`src/rtl/dram_arbiter_pkg.sv`:
```
// dram_arbiter_pkg: shared FSM encoding, owner constants and default widths for the DRAM arbiter
package dram_arbiter_pkg;
    localparam int DEF_ADDR_W = 16;
    localparam int DEF_DATA_W = 16;
    localparam int DEF_RD_LATENCY = 2;
    localparam int DEF_MAX_GRANT = 4;
    localparam logic OWNER_PROC = 1'b0;
    localparam logic OWNER_DMA = 1'b1;
    typedef enum logic [1:0] {
        IDLE = 2'd0,
        ISSUE = 2'd1,
        WAIT = 2'd2,
        ACK = 2'd3
    } state_t;
endpackage

```
`src/rtl/dram_grant_ctr.sv`:
```
// dram_grant_ctr: saturating count of processor grants taken while DMA waits; forces a DMA grant at the limit
module dram_grant_ctr
    import dram_arbiter_pkg::*;
#(
    parameter int MAX_GRANT = DEF_MAX_GRANT
) (
    input  logic clock,
    input  logic reset,
    input  logic proc_grant,
    input  logic dma_grant,
    input  logic dma_pending,
    output logic force_dma
);
    logic [3:0] cnt;
    always_ff @(posedge clock or posedge reset) begin
        if (reset) cnt <= '0;
        else if (dma_grant || (proc_grant && !dma_pending)) cnt <= '0;
        else if (proc_grant && cnt != 4'(MAX_GRANT)) cnt <= cnt + 4'd1;
    end
    assign force_dma = cnt == 4'(MAX_GRANT);
endmodule

```
`src/rtl/dram_arbiter.sv`:
```
// dram_arbiter: single-port DRAM arbiter between processor and DMA ports with a bounded DMA wait.
// Every access runs IDLE -> ISSUE -> (WAIT) -> ACK; all outputs are registered.
module dram_arbiter
    import dram_arbiter_pkg::*;
#(
    parameter int ADDR_W = DEF_ADDR_W,
    parameter int DATA_W = DEF_DATA_W,
    parameter int RD_LATENCY = DEF_RD_LATENCY,
    parameter int MAX_GRANT = DEF_MAX_GRANT
) (
    input  logic              clock,
    input  logic              reset,
    input  logic              p_req,
    input  logic              p_we,
    input  logic [ADDR_W-1:0] p_addr,
    input  logic [DATA_W-1:0] p_wdata,
    output logic              p_ack,
    output logic [DATA_W-1:0] p_rdata,
    input  logic              d_req,
    input  logic              d_we,
    input  logic [ADDR_W-1:0] d_addr,
    input  logic [DATA_W-1:0] d_wdata,
    output logic              d_ack,
    output logic [DATA_W-1:0] d_rdata,
    output logic              ram_en,
    output logic              ram_we,
    output logic [ADDR_W-1:0] ram_addr,
    output logic [DATA_W-1:0] ram_wdata,
    input  logic [DATA_W-1:0] ram_rdata,
    output logic              busy,
    output logic              owner
);
    state_t state, state_n;
    logic [2:0] wcnt;
    logic lat_we, force_dma, idle_ok, gnt_p, gnt_d, capture;

    dram_grant_ctr #(.MAX_GRANT(MAX_GRANT)) u_grant_ctr (
        .clock(clock),
        .reset(reset),
        .proc_grant(gnt_p),
        .dma_grant(gnt_d),
        .dma_pending(d_req),
        .force_dma(force_dma)
    );

    // the ack cycle is not a sampling cycle: a request still high there belongs to the finished access
    always_comb begin
        idle_ok = state == IDLE && !p_ack && !d_ack;
        gnt_p = idle_ok && p_req && !(d_req && force_dma);
        gnt_d = idle_ok && d_req && !gnt_p;
        capture = state == WAIT && wcnt == 3'(RD_LATENCY - 1);
        state_n = state == IDLE  ? ((gnt_p || gnt_d) ? ISSUE : IDLE) :
                  state == ISSUE ? (lat_we ? ACK : WAIT) :
                  state == WAIT  ? (capture ? ACK : WAIT) : IDLE;
    end

    always_ff @(posedge clock or posedge reset) begin
        if (reset) state <= IDLE;
        else state <= state_n;
    end

    always_ff @(posedge clock or posedge reset) begin
        if (reset) begin
            ram_en <= 1'b0;
            ram_we <= 1'b0;
            ram_addr <= '0;
            ram_wdata <= '0;
            busy <= 1'b0;
            owner <= OWNER_PROC;
            lat_we <= 1'b0;
            wcnt <= '0;
            p_ack <= 1'b0;
            d_ack <= 1'b0;
            p_rdata <= '0;
            d_rdata <= '0;
        end else begin
            ram_en <= gnt_p || gnt_d;
            ram_we <= (gnt_p && p_we) || (gnt_d && d_we);
            busy <= state_n != IDLE;
            p_ack <= state == ACK && owner == OWNER_PROC;
            d_ack <= state == ACK && owner == OWNER_DMA;
            wcnt <= state == WAIT ? wcnt + 3'd1 : 3'd0;
            if (gnt_p || gnt_d) begin
                owner <= gnt_d ? OWNER_DMA : OWNER_PROC;
                lat_we <= gnt_d ? d_we : p_we;
                ram_addr <= gnt_d ? d_addr : p_addr;
                ram_wdata <= gnt_d ? d_wdata : p_wdata;
            end
            if (capture && owner == OWNER_PROC) p_rdata <= ram_rdata;
            if (capture && owner == OWNER_DMA) d_rdata <= ram_rdata;
        end
    end
endmodule
```
`config.mk`:
```
export PLATFORM = sky130hd
export DESIGN_NAME = dram_arbiter
export DESIGN_NICKNAME = d
export VERILOG_FILES = /design/src/rtl/dram_arbiter_pkg.sv /design/src/rtl/dram_grant_ctr.sv /design/src/rtl/dram_arbiter.sv
export SDC_FILE = /design/constraint.sdc
export NUM_CORES = 1
export LEC_CHECK = 0
export ABC_AREA = 1
export BUFFER_PORTS_ARGS = -buffer_cell sky130_fd_sc_hd__buf_2
export CORE_AREA = 2 2 124 126
export DETAILED_ROUTE_END_ITERATION = 12
export DIE_AREA = 0 0 126 128
export GPL_TIMING_DRIVEN = 0
export PLACE_DENSITY = 0.5
export SYNTH_ARGS = -nofsm -noshare
export SYNTH_HDL_FRONTEND = slang
export SYNTH_SLANG_ARGS = --single-unit
```
`constraint.sdc`:
```
create_clock -name clock -period 3.55 [get_ports clock]
set_input_delay 0.71 -clock clock [delete_from_list [all_inputs] [get_ports clock]]
set_output_delay 0.71 -clock clock [all_outputs]
set_load 0.05 [all_outputs]
```
; Word-level counts from Yosys, hierarchy flattened
; Cells that the tools add are included.
[classes]
add_sub_neg = 2
n_eq_ne = 6
muxes = 13
n_bitwise = 1
reduce_logical = 27
[ops]
columns = operator, count
row1 = two-way mux 16 bit, 2
row2 = logical AND 1 bit, 16
row3 = two-way mux 4 bit, 2
row4 = two-way mux 2 bit, 3
row5 = logical NOT 1 bit, 5
row6 = two-way mux 1 bit, 5
row7 = adder 4 x 1 -> 4 bit (second input constant), 1
row8 = equality test 2 bit (second input constant), 2
row9 = equality test 4 x 3 -> 1 bit (second input constant), 1
row10 = != test 4 x 3 -> 1 bit (second input constant), 1
row11 = nonzero test 2 bit, 2
row12 = adder 3 x 1 -> 3 bit (second input constant), 1
row13 = equality test 3 x 1 -> 1 bit (second input constant), 1
row14 = logical OR 1 bit, 3
row15 = two-way mux 3 bit, 1
row16 = equality test 2 x 1 -> 1 bit (second input constant), 1
row17 = logical NOT 2 bit, 1
row18 = NOT 1 bit, 1
[totals]
regBits = 80
wordCells = 63

; Logic depth before layout (Yosys ltp)
; Gate-level depths: netlist (run 1).
[depth]
depth_word = 11
mapped_depth = 11
depth_no_buf = 10

; By module
; From an unflattened synthesis (run 1), not the netlist that was laid out.
[hier_totals]
cells_unflattened = 397
area_unflattened_um2 = 3595.9
[modules_own_cells]
columns = mod, n_inst, cells_per_inst, area_each_um2
row1 = dram_arbiter, 1, 361, 3320.7
row2 = dram_grant_ctr, 1, 36, 275.3

; Worst setup path after synthesis (run 1)
; No wires, ideal clock.
[synth_path]
kind = flip-flop to flip-flop
from = register d_ack
to = register ram_addr[3]
arrival_ns = 1.425
required_ns = 3.432
path_slack_ns = 2.007
path_stages_with_launch = 10
n_path_buf = 1
path_cell_list = dfrtp_1 > inv_1 > nand3_4 > nor2_8 > inv_2 > nand2_4 > inv_2 > buf_6 > nand2_1 > nand2_1
[synth_between]
elab_chain_len = 7
word_cells_on_any_way = 9
[synth_rtl]
columns = element, line_no
row1 = from (decl), dram_arbiter.sv:23  ; output logic d_ack,
row2 = from (signal assigned), dram_arbiter.sv:73  ; d_ack <= 1'b0;
row3 = from (signal assigned), dram_arbiter.sv:81  ; d_ack <= state == ACK && owner == OWNER_DMA;
row4 = logical NOT 1 bit (*), dram_arbiter.sv:48  ; idle_ok = state == IDLE && !p_ack && !d_ack;
row5 = logical AND 1 bit (*), dram_arbiter.sv:48
row6 = logical AND 1 bit (2 in series), dram_arbiter.sv:49  ; gnt_p = idle_ok && p_req && !(d_req && force_dma);
row7 = logical NOT 1 bit, dram_arbiter.sv:50  ; gnt_d = idle_ok && d_req && !gnt_p;
row8 = logical AND 1 bit, dram_arbiter.sv:50
row9 = two-way mux 16 bit / logical OR 1 bit (equally long branches), "dram_arbiter.sv:86, dram_arbiter.sv:83"
row10 = to (signal assigned), dram_arbiter.sv:86  ; ram_addr <= gnt_d ? d_addr : p_addr;
row11 = to (decl), dram_arbiter.sv:27  ; output logic [ADDR_W-1:0] ram_addr,
; Every way passes the cells marked *; elsewhere a longest branch is shown, timed or not.
; A chain may end at the register's enable or synchronous reset.

; Worst setup path after layout (run 1)
[layout_path]
from = register owner
to = output port owner
[layout_rtl]
columns = element, line_no
row1 = from (decl), dram_arbiter.sv:31  ; output logic owner
row2 = from (signal assigned), dram_arbiter.sv:84  ; owner <= gnt_d ? OWNER_DMA : OWNER_PROC;
; No word-level cell between the ends.

==> summary.txt, run 1 <==
Route
  • Wire per inst: ~13 µm
  • Vias: between 3000 and 4000
  • Antenna-violating nets left: 0
  • Residual DRC count: 0
  • Drt pass-1 iters: 4
  • Initial drt markers: approximately 140
  • Total wire length: roughly 10 mm
  • Vias/cell: roughly 4.3

Logic synthesis
  • Top cells by count, synth: nand2_1, nand3_1, dfrtp_1
  • Synth warn: 0
  • Synthesized area per cell: roughly 8.7 µm²
  • Sequential area share after synthesis: 55.27%
  • Synthesized cell area: between 3000 and 4000 µm²
  • Leading post-synthesis cells by cell area: dfrtp_1, nand3_1, nand2_1
  • Number of distinct library cells after synthesis: 22
  • Syn nets: about 510
  • Leading area contributor after synthesis: dfrtp_1
  • Mapped Cells: about 420
  • Post-synthesis register bit count: 80
  • Most frequent cell after synthesis: nand2_1
  • Primary FF master, synth: dfrtp_1
  • Async S/R FF share, synth: 100.0%
  • Synth top area share: between 50% and 60%
  • Post-synth EDFFs: 0

Worst setup path
  • Crit path arrival time: ~1100 ps
  • Crit path largest cell delay: 470 ps
  • Worst path required time: roughly 2800 ps
  • Critical Path, Cell by Cell: buf_2
  • Worst path bufs/invs: 1
  • Crit path launch: owner$_DFFE_PP0P_
  • Nature of the critical path endpoint: output pin
  • CP top delay family: flip-flops
  • Crit Reg-Reg Startpoint: state[0]$_DFF_PP0_
  • Worst path slowest cell: dfrtp_1
  • Crit path max fanout: 5
  • Critical Setup Path Class: flop to output pin
  • CP Launch Type: flop

Pwr
  • Pwr/cell area: 1093 nW/µm²
  • Internal power component: ~0.0026 W
  • VDD IR-drop max: between 0.5 and 0.6 mV
  • Leakage Power: 2.775 nW
  • Part of the power in registers: roughly 30%
  • Sw Share: ~52%
  • Combinational power share: between 50% and 60%
  • Switching power: around 0.0028 W
  • Clock network power share: 17.9%

Timing
  • Setup Skew: between 6 and 7 ps
  • Achievable frequency: between 0.5 and 0.6 GHz
  • Worst Max-Slew Pin Slew: 502.1 ps
  • Tmin final: roughly 1800 ps
  • Slew headroom: 66.52%
  • Final hold vios: 0
  • Pins Over Slew Limit: 0
  • Period utilisation layout: 51.83%
  • RSZ-0062 raised after global routing: no
  • Setup violators final: 0

Worst hold path
  • Tightest Hold Check Type: input pin to asynchronous set/reset pin

Global routing
  • All-Layer GR Usage: approximately an eighth
  • Largest net degree at the start of global routing: 50
  • First-pass GRT wire length: between 15 and 20 mm
  • Initial antenna violation count: 0
  • Total gr overflow: 0
  • Number of global-route vias before repair: 3460

Placement
  • Gp weighted congestion: slightly below 0.8
  • Port Buffer Count: 155
  • Hpwl dp: 7.815 mm
  • Placed Area: 4663 µm²

Die
  • Die width: between 100 and 150 µm
  • Chip height: roughly 130 µm
  • Floorplan core area: about 15000 µm²
  • Initial core utilization: 24.37%
  • # IOs: between 150 and 200
  • Die Area: 16130 µm²
  • Site Rows: 45

Final layout
  • Antenna diode count: 0
  • Fin util: roughly 33%
  • Cell area after layout: about 5000 µm²
  • Layout cell share with drive strength beyond 1: 34.24%
  • Layout Nets: about 680
  • Layout Area Growth over Synthesis: 37.41%

CTS
  • # hold bufs at CTS: 0
  • Clock buffer depth: 2
  • Postcts setup bufs: 0
  • Clk sinks: 80
  • Root Driver: clkbuf_16
  • Num CTS Buffers: 9
  • CTS tree: yes
  • Resize count post-CTS: 0
  • Clock transition at path regs: around 70 ps
  • Worst skew pair latency: between 300 and 400 ps
  • H-Tree Depth: 3

Status
  • Status: completed

Job
  • Number of max-cap violations: 0
## through the flow
step | std cells | TNS, ps | worst slack [ps] | hold WS [ps] | total power [W]
floorplan | 415 | 0 | 788.3 | 436.1 | 0.003750
global placement | 758 | -24110 | -309.5 | 447.3 | 0.004485
detailed placement | 759 | 0 | 1679 | 467.4 | 0.004528
CTS | 775 | 0 | 1683 | 375.1 | 0.005533
global route | 775 | 0 | 1548 | 395.4 | 0.005815
finish | 775 | 0 | 1710 | 372.4 | 0.005441
## cell families (layout without fill, tap and decap cells)
| group | after synthesis | after routing | share of synthesized area [%] |
|---|---|---|---|
| AND/OR/NAND/NOR | 207 | 207 | 26.94 |
| flip-flops | 80 | 80 | 55.27 |
| buffers and inverters | 79 | 251 | 9.050 |
| AO/OA/AOI/OAI | 38 | 38 | 5.250 |
| adder cells (fa/ha/maj) | 8 | 8 | 2.763 |
| XOR/XNOR | 3 | 3 | 0.7255 |
## layout by cell type, fill, tap and decap left out
cell | netlist | routed
inv_8 | 0 | 1
clkbuf_16 | 0 | 9
o21ai_0 | 37 | 37
inv_4 | 0 | 1
nor2_1 | 8 | 8
inv_6 | 0 | 2
xnor2_1 | 1 | 1
clkbuf_8 | 0 | 1
nand2_4 | 2 | 2
a21oi_1 | 1 | 1
buf_16 | 0 | 1
buf_2 | 13 | 168
nand4_1 | 2 | 2
nor2_8 | 1 | 1
ha_1 | 8 | 8
clkbuf_1 | 6 | 6
nor2_4 | 2 | 2
nand2_1 | 98 | 98
inv_1 | 54 | 53
clkinvlp_4 | 0 | 1
nand3_4 | 2 | 2
clkinv_4 | 0 | 1
nand2_2 | 1 | 1
dfrtp_1 | 80 | 80
nand3_1 | 89 | 89
nor2_2 | 1 | 1
nand3b_1 | 1 | 1
xor2_1 | 2 | 2
buf_6 | 2 | 2
inv_2 | 4 | 4
bufinv_16 | 0 | 1
## power by group through the flow
stage | logic, W | clock network [W] | registers [W]
after floorplan | 0.000849 | 0 | 0.00290
after global placement | 0.00290 | 0 | 0.00159
final | 0.00288 | 0.000972 | 0.00159
after global routing | 0.00311 | 0.00106 | 0.00165
after detailed placement | 0.00293 | 0 | 0.00160
after CTS | 0.00293 | 0.00101 | 0.00160
## registers in the layout, indices dropped and copies added, names as in the netlist
| name | cells |
|---|---|
| d_rdata | 16 |
| p_rdata | 16 |
| ram_addr | 16 |
| ram_wdata | 16 |
| u_grant_ctr.cnt | 4 |
| wcnt | 3 |
| state | 2 |
| busy | 1 |
| d_ack | 1 |
| lat_we | 1 |
| owner | 1 |
| p_ack | 1 |
| ram_en | 1 |
| ram_we | 1 |
## area by class of cell
cell class,count,area [µm²]
plain buffers,21,110.1
clock buffers,10,239.0
clock inverters,6,75.07
fillers,1601,9887
inverters,58,220.2
multi-input cells,256,1292
flip-flops and latches,80,2002
well taps,188,235.2
repair buffers,156,803.3
## final timing paths
path / slack [ps] / endpoint / cells past startpoint
worst max register to register: 1800 / p_rdata[5]$_DFFE_PP0P_ / 8
min in group clock: 480 / wcnt[0]$_DFF_PP0_ / 1
max in group asynchronous: 2590 / ram_addr[7]$_DFFE_PP0P_ / 3
worst max-delay path: 1710 / owner / 1
worst min-delay path: 370 / p_rdata[9]$_DFFE_PP0P_ / 2
worst min register to register: 480 / wcnt[0]$_DFF_PP0_ / 1
## routing by layer
layer / global-route usage, % / vias to the layer above / share of wire [%]
li1: - / 1654 / -
met1: 16.71 / 1590 / 44
met2: 21.60 / 113 / 47
met3: 3.840 / 14 / 7.1
met4: 5.171 / 0 / 1.7
met5: 0 / - / 0
Note: power is estimated with default switching activity, not from simulation.
==> inputs of run 2 (changes only) <==
==> constraint.sdc (replaced) <==
create_clock -name clock -period 1.75 [get_ports clock]
set_input_delay 0.35 -clock clock [delete_from_list [all_inputs] [get_ports clock]]
set_output_delay 0.35 -clock clock [all_outputs]
set_load 0.05 [all_outputs]
==> run 2 against run 1 <==
Compared with the run above:
- critical path type is now flop to flop
- largest power group unchanged
- sequential power grew 100%
- clock skew about the same
- count of clock-buffer cells in the layout fell by 1
- worst hold slack worse by 140 ps
- first-iteration DRC count decreased by 17%
- combinational power increased by 110%
==> summary.txt, run 2 (synthesized netlist as in run 1, its figures left out) <==
Pwr
  • VDD IR-drop max: 0.9360 mV (+86%)
  • Total power: 0.01099 W (+100%)
  • Leakage Power: 2.799 nW (+0.85%)
  • Pwr/cell area: 2185 nW/µm² (+100%)

Global routing
  • All-Layer GR Usage: 13.57% (+0.30 points)
  • Initial antenna violation count: 0 (unchanged)
  • Number of global-route vias before repair: 3456 (-0.12%)
  • Largest net degree at the start of global routing: 41 (-18%)
  • First-pass GRT wire length: 17.44 mm (+1.4%)
  • Total gr overflow: 0 (unchanged)

Timing
  • Worst Max-Slew Pin Slew: 334.2 ps (-167.9 ps)
  • Period utilisation layout: 92.29%
  • Slew headroom: 77.48% (+11 points)
  • Setup Skew: 6.503 ps (+0.06636 ps)
  • RSZ-0062 raised after global routing: no
  • Post-route setup slack: 134.9 ps (-1575 ps)
  • Achievable frequency: approximately 0.62 GHz
  • Final hold vios: 0 (unchanged)
  • Pins Over Slew Limit: 0 (unchanged)
  • Tmin final: 1615 ps
  • Setup violators final: 0 (unchanged)
  • Hold_ws: 228.2 ps (-144.2 ps)

Route
  • Wire per inst: 13.69 µm (+1.8%)
  • Total wire length: 10.68 mm (+2.5%)
  • Residual DRC count: 0 (unchanged)
  • Vias/cell: 4.406 (+1.3%)
  • Antenna-violating nets left: 0 (unchanged)
  • Vias: 3437 (+2.0%)
  • Initial drt markers: 120 (-17%)
  • Drt pass-1 iters: 5 (+1)

Final layout
  • Layout Nets: 682 (+0.89%)
  • Most frequent cells in the layout: buf_2, nand2_1, nand3_1
  • Antenna diode count: 0 (unchanged)
  • Layout cell share with drive strength beyond 1: 36.32% (+2.1 points)
  • Layout Area Growth over Synthesis: 38.83%
  • Commonest non-fill, non-tap cell in the layout: buf_2
  • Post-Layout Cell Count: 780 (+0.65%)
  • Cell area after layout: 5029 µm² (+1.0%)

Worst setup path
  • CP Launch Type: flop
  • Crit Reg-Reg Startpoint: state[0]$_DFF_PP0_
  • Crit path largest cell delay: 410 ps (-60 ps)
  • Most frequent cell on the critical path: nand2_1
  • Worst path required time: 1980 ps (-860 ps)
  • Nature of the critical path endpoint: flop
  • Critical Setup Path Class: flop to flop
  • R2R cell count: 10 (+2)
  • Crit path arrival time: 1840 ps (+710 ps)
  • Worst path slowest cell: dfrtp_1
  • Crit Reg-Reg Endpoint: ram_wdata[12]$_DFFE_PP0P_
  • R2r setup slk: 130 ps (-1670 ps)
  • Crit path max fanout: 10 (+5)
  • Critical Path, Cell by Cell: inv_2, ha_4, nand2_1, nor2_4, nand3_4, nand2_8, inv_2, buf_6, nand2_1, nand2_1

Die
  • Die width: 126 µm (unchanged)
  • Initial core utilization: 24.37% (unchanged)
  • # IOs: 156 (unchanged)
  • Floorplan core area: 14860 µm² (unchanged)
  • Chip height: 128 µm (unchanged)
  • Die Area: 16130 µm² (unchanged)
  • Site Rows: 45 (unchanged)

Placement
  • Hpwl dp: 7.865 mm (+0.64%)
  • Post-place setup slack: -51.08 ps (-1730 ps)
  • Placed Area: 4677 µm² (+0.30%)
  • Dpl cells: 760 (+0.13%)
  • Gp weighted congestion: 0.7609 (-1.6%)
  • Port Buffer Count: 155 (unchanged)

CTS
  • Clk sinks: 80 (unchanged)
  • Root Driver: clkbuf_16
  • Worst skew pair latency: 340 ps (about the same)
  • Num CTS Buffers: 9 (unchanged)
  • Clock buffer depth: 2 (unchanged)
  • CTS tree: yes
  • Clock transition at path regs: 60 ps (about the same)
  • H-Tree Depth: 3 (unchanged)

Worst hold path
  • Tightest Hold Check Type: input pin to flop
  • Worst Hold Launch: p_wdata[0]
  • Cells on Worst Hold Path: 3
  • Worst Hold End: ram_wdata[0]$_DFFE_PP0P_

Job
  • Number of max-cap violations: 0 (unchanged)

Status
  • Status: completed
==> run 2: how the worst max path moves through the flow <==
stage,start,to,cells past startpoint,slack (ps)
after floorplan,d_ack$_DFF_PP0_,ram_addr[3]$_DFFE_PP0P_,9,210
after global placement,reset,ram_addr[4]$_DFFE_PP0P_,2,-180
after detailed placement,state[0]$_DFF_PP0_,p_rdata[7]$_DFFE_PP0P_,8,-50
after CTS,state[0]$_DFF_PP0_,p_rdata[2]$_DFFE_PP0P_,8,5
after global routing,state[0]$_DFF_PP0_,ram_wdata[12]$_DFFE_PP0P_,10,5
final,state[0]$_DFF_PP0_,ram_wdata[12]$_DFFE_PP0P_,10,130
==> run 2: layout make-up <==
class / instances / area, µm²
fillers: 1567 / 9836
flip-flops and latches: 80 / 2002
multi-input cells: 256 / 1316
repair buffers: 162 / 855.8
well taps: 188 / 235.2
clock buffers: 9 / 225.2
inverters: 58 / 221.5
plain buffers: 21 / 127.6
clock inverters: 6 / 45.04
==> run 2: power breakdown <==
| part | leakage [nW] | switching, W | internal (W) |
|---|---|---|---|
| sequential | 0.991 | 0.000503 | 0.00273 |
| combinational | 1.67 | 0.00451 | 0.00150 |
| clock | 0.136 | 0.000787 | 0.000963 |
==> run 2: repair_timing <==
action | in CTS | in global routing
setup buffers | 3 | 1
hold endpoints to repair | 2 | 0
endpoints found under the setup margin | 25 | 64
hold buffers | 1 | 0
gates resized for setup | 3 | 24
pin swaps | 1 | 2
==> run 2: through the flow <==
| stage | utilization [%] | setup TNS, ps |
|---|---|---|
| after global placement | 31.20 | -14480 |
| after floorplan | - | 0 |
| after CTS | 33.53 | 0 |
| final | 33.83 | 0 |
| after global routing | 33.83 | 0 |
| after detailed placement | 31.46 | -480.6 |
==> run 2: worst max-delay path, delay by kind of cell, from the launching register on <==
kind | cells | cell delay, ps
simple gates | 6 | 630
buf+inv | 3 | 300
flops | 1 | 410
fa+ha+maj | 1 | 150
==> run 2: per-layer routing <==
| layer | vias up | share of wire [%] | GRT usage (%) |
|---|---|---|---|
| met5 | - | 0 | 0 |
| li1 | 1661 | - | - |
| met2 | 120 | 47 | 21.76 |
| met3 | 14 | 7.9 | 4.382 |
| met4 | 0 | 1.6 | 4.913 |
| met1 | 1642 | 44 | 17.23 |
